==> config.mk <==
export PLATFORM = sky130hd
export DESIGN_NAME = wdf_alloc
export DESIGN_NICKNAME = d
export VERILOG_FILES = /design/src/rtl/wdf_alloc.sv
export SDC_FILE = /design/constraint.sdc
export NUM_CORES = 1
export LEC_CHECK = 0
export ABC_CLOCK_PERIOD_IN_PS = 5000
export CORE_MARGIN = 3
export CORE_UTILIZATION = 42
export DETAILED_ROUTE_END_ITERATION = 10
export GPL_ROUTABILITY_DRIVEN = 0
export GPL_TIMING_DRIVEN = 0
export HOLD_SLACK_MARGIN = 0.05
export PLACE_DENSITY = 0.8
export SYNTH_ARGS = -nofsm -noshare
export SYNTH_HDL_FRONTEND = slang
export SYNTH_SLANG_ARGS = --single-unit
==> constraint.sdc <==
create_clock -name clk -period 5 [get_ports clk]
set_input_delay 0.5 -clock clk [delete_from_list [all_inputs] [get_ports clk]]
set_output_delay 0.5 -clock clk [all_outputs]
set_load 0.02 [all_outputs]
==> src/rtl/wdf_alloc.sv <==
// Write-buffer slot allocator: grants the lowest free slot to each write command, feeds the write data FIFO and SRQ,
// and recycles slots on SRQ release. Optional statistics counters are enabled by defining WDF_ALLOC_STATS_EN.
module wdf_alloc #(
  parameter int PTR_W  = 3,
  parameter int ADDR_W = 32,
  parameter int DATA_W = 64
) (
  input  logic              clk,
  input  logic              rstn,
  input  logic              tlx_wr_valid,
  output logic              tlx_wr_ready,
  input  logic [ADDR_W-1:0] tlx_wr_addr,
  input  logic [DATA_W-1:0] tlx_wr_data,
  output logic              tlxr_wdf_wr,
  output logic              tlxr_wdf_wr_p,
  output logic [PTR_W-1:0]  tlxr_wdf_ptr,
  output logic [DATA_W-1:0] tlxr_wdf_data,
  output logic              srq_cmd_valid,
  input  logic              srq_cmd_ready,
  output logic [ADDR_W-1:0] srq_cmd_addr,
  output logic [PTR_W-1:0]  srq_cmd_ptr,
  input  logic              srq_wdf_rd,
  input  logic [PTR_W-1:0]  srq_wdf_ptr,
  input  logic              srq_wdf_p,
  output logic [PTR_W:0]    free_cnt,
  output logic [1:0]        fir
`ifdef WDF_ALLOC_STATS_EN
  ,
  output logic [15:0]       stat_wr_cnt,
  output logic [15:0]       stat_stall_cnt
`endif
);

  localparam int NSLOT = 1 << PTR_W;

  typedef enum logic [1:0] {IDLE, GAP, CMD} state_e;

  state_e              state_q, state_d;
  logic [NSLOT-1:0]    free_q, free_d;
  logic                wr_q;
  logic [PTR_W-1:0]    wr_ptr_q;
  logic [DATA_W-1:0]   wr_data_q;
  logic                cmd_vld_q;
  logic [ADDR_W-1:0]   cmd_addr_q;
  logic [PTR_W-1:0]    cmd_ptr_q;
  logic [1:0]          fir_q;
  logic [PTR_W:0]      cnt;
  logic [PTR_W-1:0]    slot;
  logic                accept;
  logic                rel_par_err;
  logic                rel_dup;
  logic                rel_ok;

  always_comb begin
    cnt = '0;
    for (int i = 0; i < NSLOT; i++) begin
      cnt = cnt + {{PTR_W{1'b0}}, free_q[i]};
    end
  end

  // Descending scan so the lowest free index wins.
  always_comb begin
    slot = '0;
    for (int i = NSLOT - 1; i >= 0; i--) begin
      if (free_q[i]) slot = PTR_W'(i);
    end
  end

  assign tlx_wr_ready = (state_q == IDLE) && (cnt != '0) && !cmd_vld_q;
  assign accept       = tlx_wr_valid && tlx_wr_ready;

  assign rel_par_err = srq_wdf_rd && (^{srq_wdf_rd, srq_wdf_p, srq_wdf_ptr});
  assign rel_dup     = srq_wdf_rd && !rel_par_err && free_q[srq_wdf_ptr];
  assign rel_ok      = srq_wdf_rd && !rel_par_err && !free_q[srq_wdf_ptr];

  // A released slot is still busy in free_q, so it can never collide with this cycle's grant.
  always_comb begin
    free_d = free_q;
    if (accept) free_d[slot] = 1'b0;
    if (rel_ok) free_d[srq_wdf_ptr] = 1'b1;
  end

  always_comb begin
    state_d = state_q;
    case (state_q)
      IDLE:    if (accept) state_d = GAP;
      GAP:     state_d = (cmd_vld_q && !srq_cmd_ready) ? CMD : IDLE;
      CMD:     if (srq_cmd_ready) state_d = IDLE;
      default: state_d = IDLE;
    endcase
  end

  always_ff @(posedge clk or negedge rstn) begin
    if (!rstn) begin
      state_q    <= IDLE;
      free_q     <= '1;
      wr_q       <= 1'b0;
      wr_ptr_q   <= '0;
      wr_data_q  <= '0;
      cmd_vld_q  <= 1'b0;
      cmd_addr_q <= '0;
      cmd_ptr_q  <= '0;
      fir_q      <= '0;
    end else begin
      state_q <= state_d;
      free_q  <= free_d;
      wr_q    <= accept;
      // Pointer returns to zero between strobes so the idle bus carries even parity with p=0.
      wr_ptr_q <= accept ? slot : '0;
      if (accept) begin
        wr_data_q  <= tlx_wr_data;
        cmd_addr_q <= tlx_wr_addr;
        cmd_ptr_q  <= slot;
      end
      if (accept) cmd_vld_q <= 1'b1;
      else if (srq_cmd_ready) cmd_vld_q <= 1'b0;
      fir_q <= fir_q | {rel_dup, rel_par_err};
    end
  end

  assign tlxr_wdf_wr   = wr_q;
  assign tlxr_wdf_wr_p = ^{wr_q, wr_ptr_q};
  assign tlxr_wdf_ptr  = wr_ptr_q;
  assign tlxr_wdf_data = wr_data_q;
  assign srq_cmd_valid = cmd_vld_q;
  assign srq_cmd_addr  = cmd_addr_q;
  assign srq_cmd_ptr   = cmd_ptr_q;
  assign free_cnt      = cnt;
  assign fir           = fir_q;

`ifdef WDF_ALLOC_STATS_EN
  logic [15:0] stat_wr_q;
  logic [15:0] stat_stall_q;

  always_ff @(posedge clk or negedge rstn) begin
    if (!rstn) begin
      stat_wr_q    <= '0;
      stat_stall_q <= '0;
    end else begin
      if (accept && (stat_wr_q != 16'hFFFF)) stat_wr_q <= stat_wr_q + 16'd1;
      if (tlx_wr_valid && !tlx_wr_ready && (cnt == '0) && (stat_stall_q != 16'hFFFF))
        stat_stall_q <= stat_stall_q + 16'd1;
    end
  end

  assign stat_wr_cnt    = stat_wr_q;
  assign stat_stall_cnt = stat_stall_q;
`endif

endmodule

==> results of run 1 <==
==> cells by family (layout without fill, tap and decap cells) <==
family / count (synthesis) / after routing
AOI/OAI and AO/OA: 27 / 27
xor gates and xnor gates: 7 / 7
adders and majority gates: 8 / 8
buffers and inverters: 32 / 282
DFF: 116 / 116
muxes: 98 / 98
and+or+nand+nor: 47 / 47
==> flip-flops by register name, indices dropped and copies added (netlist names) <==
| register | count |
|---|---|
| fir | 2 |
| free_q | 8 |
| srq_cmd_addr | 32 |
| srq_cmd_ptr | 3 |
| srq_cmd_valid | 1 |
| state_q | 2 |
| tlxr_wdf_data | 64 |
| tlxr_wdf_ptr | 3 |
| tlxr_wdf_wr | 1 |
==> metal layers <==
layer	vias up	part of all wire	global-route usage
met2	156	0.50	0.326
met5	-	0	0
li1	1655	-	-
met1	1751	0.37	0.224
met3	23	0.10	0.0941
met4	0	0.022	0.0808
==> stage by stage <==
step / setup TNS (ns) / power (mW) / cell area [um2] / utilization
after CTS: 0 / 6.75 / 7920 / 0.691
after global placement: -103.55 / 5.41 / 7290 / 0.636
after detailed placement: 0 / 5.52 / 7320 / 0.639
after floorplan: 0 / 4.00 / 4950 / -
final: 0 / 6.67 / 7930 / 0.691
after global routing: 0 / 7.06 / 7930 / 0.691
==> layout make-up <==
cell class                      count  area [um2]  share of cell area
Timing Repair Buffer              218        2200               0.278
Inverter                           19        71.3             0.00900
Clock inverter                     14         151              0.0191
Buffer                             13        80.1              0.0101
Sequential cell                   116        2910               0.367
Multi-Input combinational cell    187        1890               0.238
Tap cell                          143         179              0.0226
Clock buffer                       18         439              0.0554
==> power by group through the flow <==
| stage | logic, mW | registers (mW) | clock network (mW) |
|---|---|---|---|
| global placement | 3.70 | 1.71 | 0 |
| global route | 4.01 | 1.79 | 1.27 |
| CTS | 3.81 | 1.73 | 1.22 |
| finish | 3.74 | 1.72 | 1.20 |
| detailed placement | 3.78 | 1.74 | 0 |
| floorplan | 1.77 | 2.23 | 0 |
==> worst max-delay path, stage by stage (launching register included) <==
cell and delay, ns:
dfstp_2 0.59, inv_1 0.09, fa_1 0.56, fa_1 0.43
fa_1 0.49, inv_1 0.04, ha_1 0.19, inv_1 0.08
fa_1 0.48, inv_1 0.08, clkdlybuf4s50_1 0.60
==> layout by cell type (no fill, tap or decap), drive strengths merged, types with 3 or more instances in the layout <==
cell type	instances
buf	12
clkbuf	21
dfstp	8
nor2b	5
nand2	6
nor2	9
ha	4
o21ai	4
and4	4
clkinv	3
a21o	3
nand4	3
fa	4
mux2	96
clkdlybuf4s50	214
xnor2	6
nand3b	3
inv	23
nand2b	5
dfrtp	108
a21oi	4
clkinvlp	5
==> worst min path at each step <==
stage,startpoint,end,depth (start not counted)
2_1_floorplan,rstn,fir[0]$_DFF_PN0_,0
3_3_place_gp,fir[0]$_DFF_PN0_,fir[0]$_DFF_PN0_,1
3_5_place_dp,rstn,srq_cmd_valid$_DFFE_PN0P_,1
4_1_cts,fir[0]$_DFF_PN0_,fir[0]$_DFF_PN0_,1
5_1_grt,fir[0]$_DFF_PN0_,fir[0]$_DFF_PN0_,1
6_report,fir[0]$_DFF_PN0_,fir[0]$_DFF_PN0_,1
==> repair_timing <==
action                                 4_1_cts  5_1_grt
endpoints found under the hold margin       38        0
setup endpoints to repair                    0        1
hold buffers                                 1        0
resized for setup                            0        1
==> flow_summary.toml, run 1 <==
[status]
run_status = "complete, no violations"

[yosys]
post_synth_top_area_cell = "dfrtp_1"
netlist-cell-type-count = 52
yosys_register_bits = 116
synth_simple_gate_area_frac = 0.0616
synth-edff-count = 0
mean_instance_size_in_the_synthesized_netlist_um2 = 14.8
async_flop_share = 1.00
synth.yosys.warnings = 0
xor_and_xnor_area_share_after_synthesis = 0.0124
synth_top_family_by_area = "multiplexers"
synth.top_cells.by_area = "dfrtp_1, mux2_2, mux2_4"
synth.top_cell.area_share = 0.546
yosysSeqAreaShare = 0.588
synth.most_common_cell = "dfrtp_1"
ranking_of_synthesized_cells_by_instance_count = "dfrtp_1, mux2_2, mux2_4"
post_synth_fa_ha_maj_area_fraction = 0.0263
area_of_the_mapped_netlist_um2 = 4950
synthCells = 335
dominantRegCellSynth = "dfrtp_1"
synth.area.mux_share = 0.237
synth-compound-area-share = 0.0437
synth.net_count = 448

[worst_setup_path]
critical_path.reg2reg.startpoint = "free_q[0]$_DFF_PN1_"
critPathLaunchType = "register"
crit_path_end = "free_cnt[1]"
worstSetupEndpointType = "output pin"
critical_path_arrival_ns = 4.04
r2r_setup_slack_ns = 0.62
cp_required_ns = 4.50
critPathMaxFanout = 6
worst_setup_path_startpoint = "free_q[0]$_DFF_PN1_"
r2r.worst_path.cells = 15
worstReg2RegEnd = "srq_cmd_addr[25]$_DFFE_PN0P_"
crit_type = "register to output pin"

[floorplan]
core_area_um2 = 11500
floorplan.die_area_um2 = 13100
design.portCount = 217
placementRows = 39
die_y_um = 115
start_util = 0.432
floorplan.die.width_um = 115

[layout]
area.growth.synth_to_final_pct = 60.0
finish.cell_count_without_fillers = 728
n_antenna_cell = 0
fraction_of_layout_instances_using_a_drive_strength_above_1 = 0.260
layout.filler_cells = 855
nets = 685

[clock_tree]
cts_inserted_buffers = 17
post_cts.repair.setup_buffers = 0
tritoncts_clock_tree = "yes"
root_buffer = "clkbuf_16"
clk_pin_slew_worst_paths_ns = 0.05
htree_num_levels = 4
clkSinkCount = 116
max-clock-path-buffers = 2
clock_latency_ns = 0.41

[pwr]
p_sw_mw = 2.47
maximum_vdd_drop_uv = 737
power.clock.fraction = 0.180
sw_frac_of_total = 0.370
pwr_density_cell_nw_per_um2 = 841
cellLeakagePower_nw = 3.39
intPower_mw = 4.20
comb_power_share = 0.562
p_seq_frac = 0.259

[sta]
maxClockFrequency_mhz = 220
final-max-slew-violation-count = 0
fin_crit_ns = 4.54
tightestPinTransition_ns = 0.426
whs_ns = 0.466
final_number_of_setup_violating_endpoints = 0
final.period_utilization = 0.909
rsz0062_at_grt = "false"
hold_fails_final_rpt = 0
fin_worst_skew_ns = 0.00599
setup_slack_ns = 0.457
max-slew-margin-rel = 0.716

[global_route]
grt_pass1_wl_mm = 20.0
globalRoute.totalOverflow = 0
number_of_antenna_violations_at_the_first_check_in_global_routing = 0
grtUsageTotal = 0.199
largest_net_degree_at_the_start_of_global_routing = 75
first_global_vias = 3963

[place]
io_buffers = 216
numPlacedInstances = 695
detailed_place_hpwl_mm = 9.55
pre_cts_slack_ns = 0.603

[drt]
route.antenna.remaining_nets = 0
vias = 3585
drtIter0Drc = 111
detail_route.drc_violations = 0
postRouteWirelength_mm = 12.7
post_drt_wl_per_cell_um = 17.5
drt_first_pass_iters = 4
routed_via_density = 4.92

[job]
drv.max_cap_violation_count = 0

[worst_hold_path]
hold_path_class = "register to register"
(Power assumes the default switching activity.)
==> run 2: changes to the inputs <==
- CTS_CLUSTER_SIZE: not set -> 30
==> results of run 2 <==
The final DEF is identical to that of run 1; final timing and power are the same.
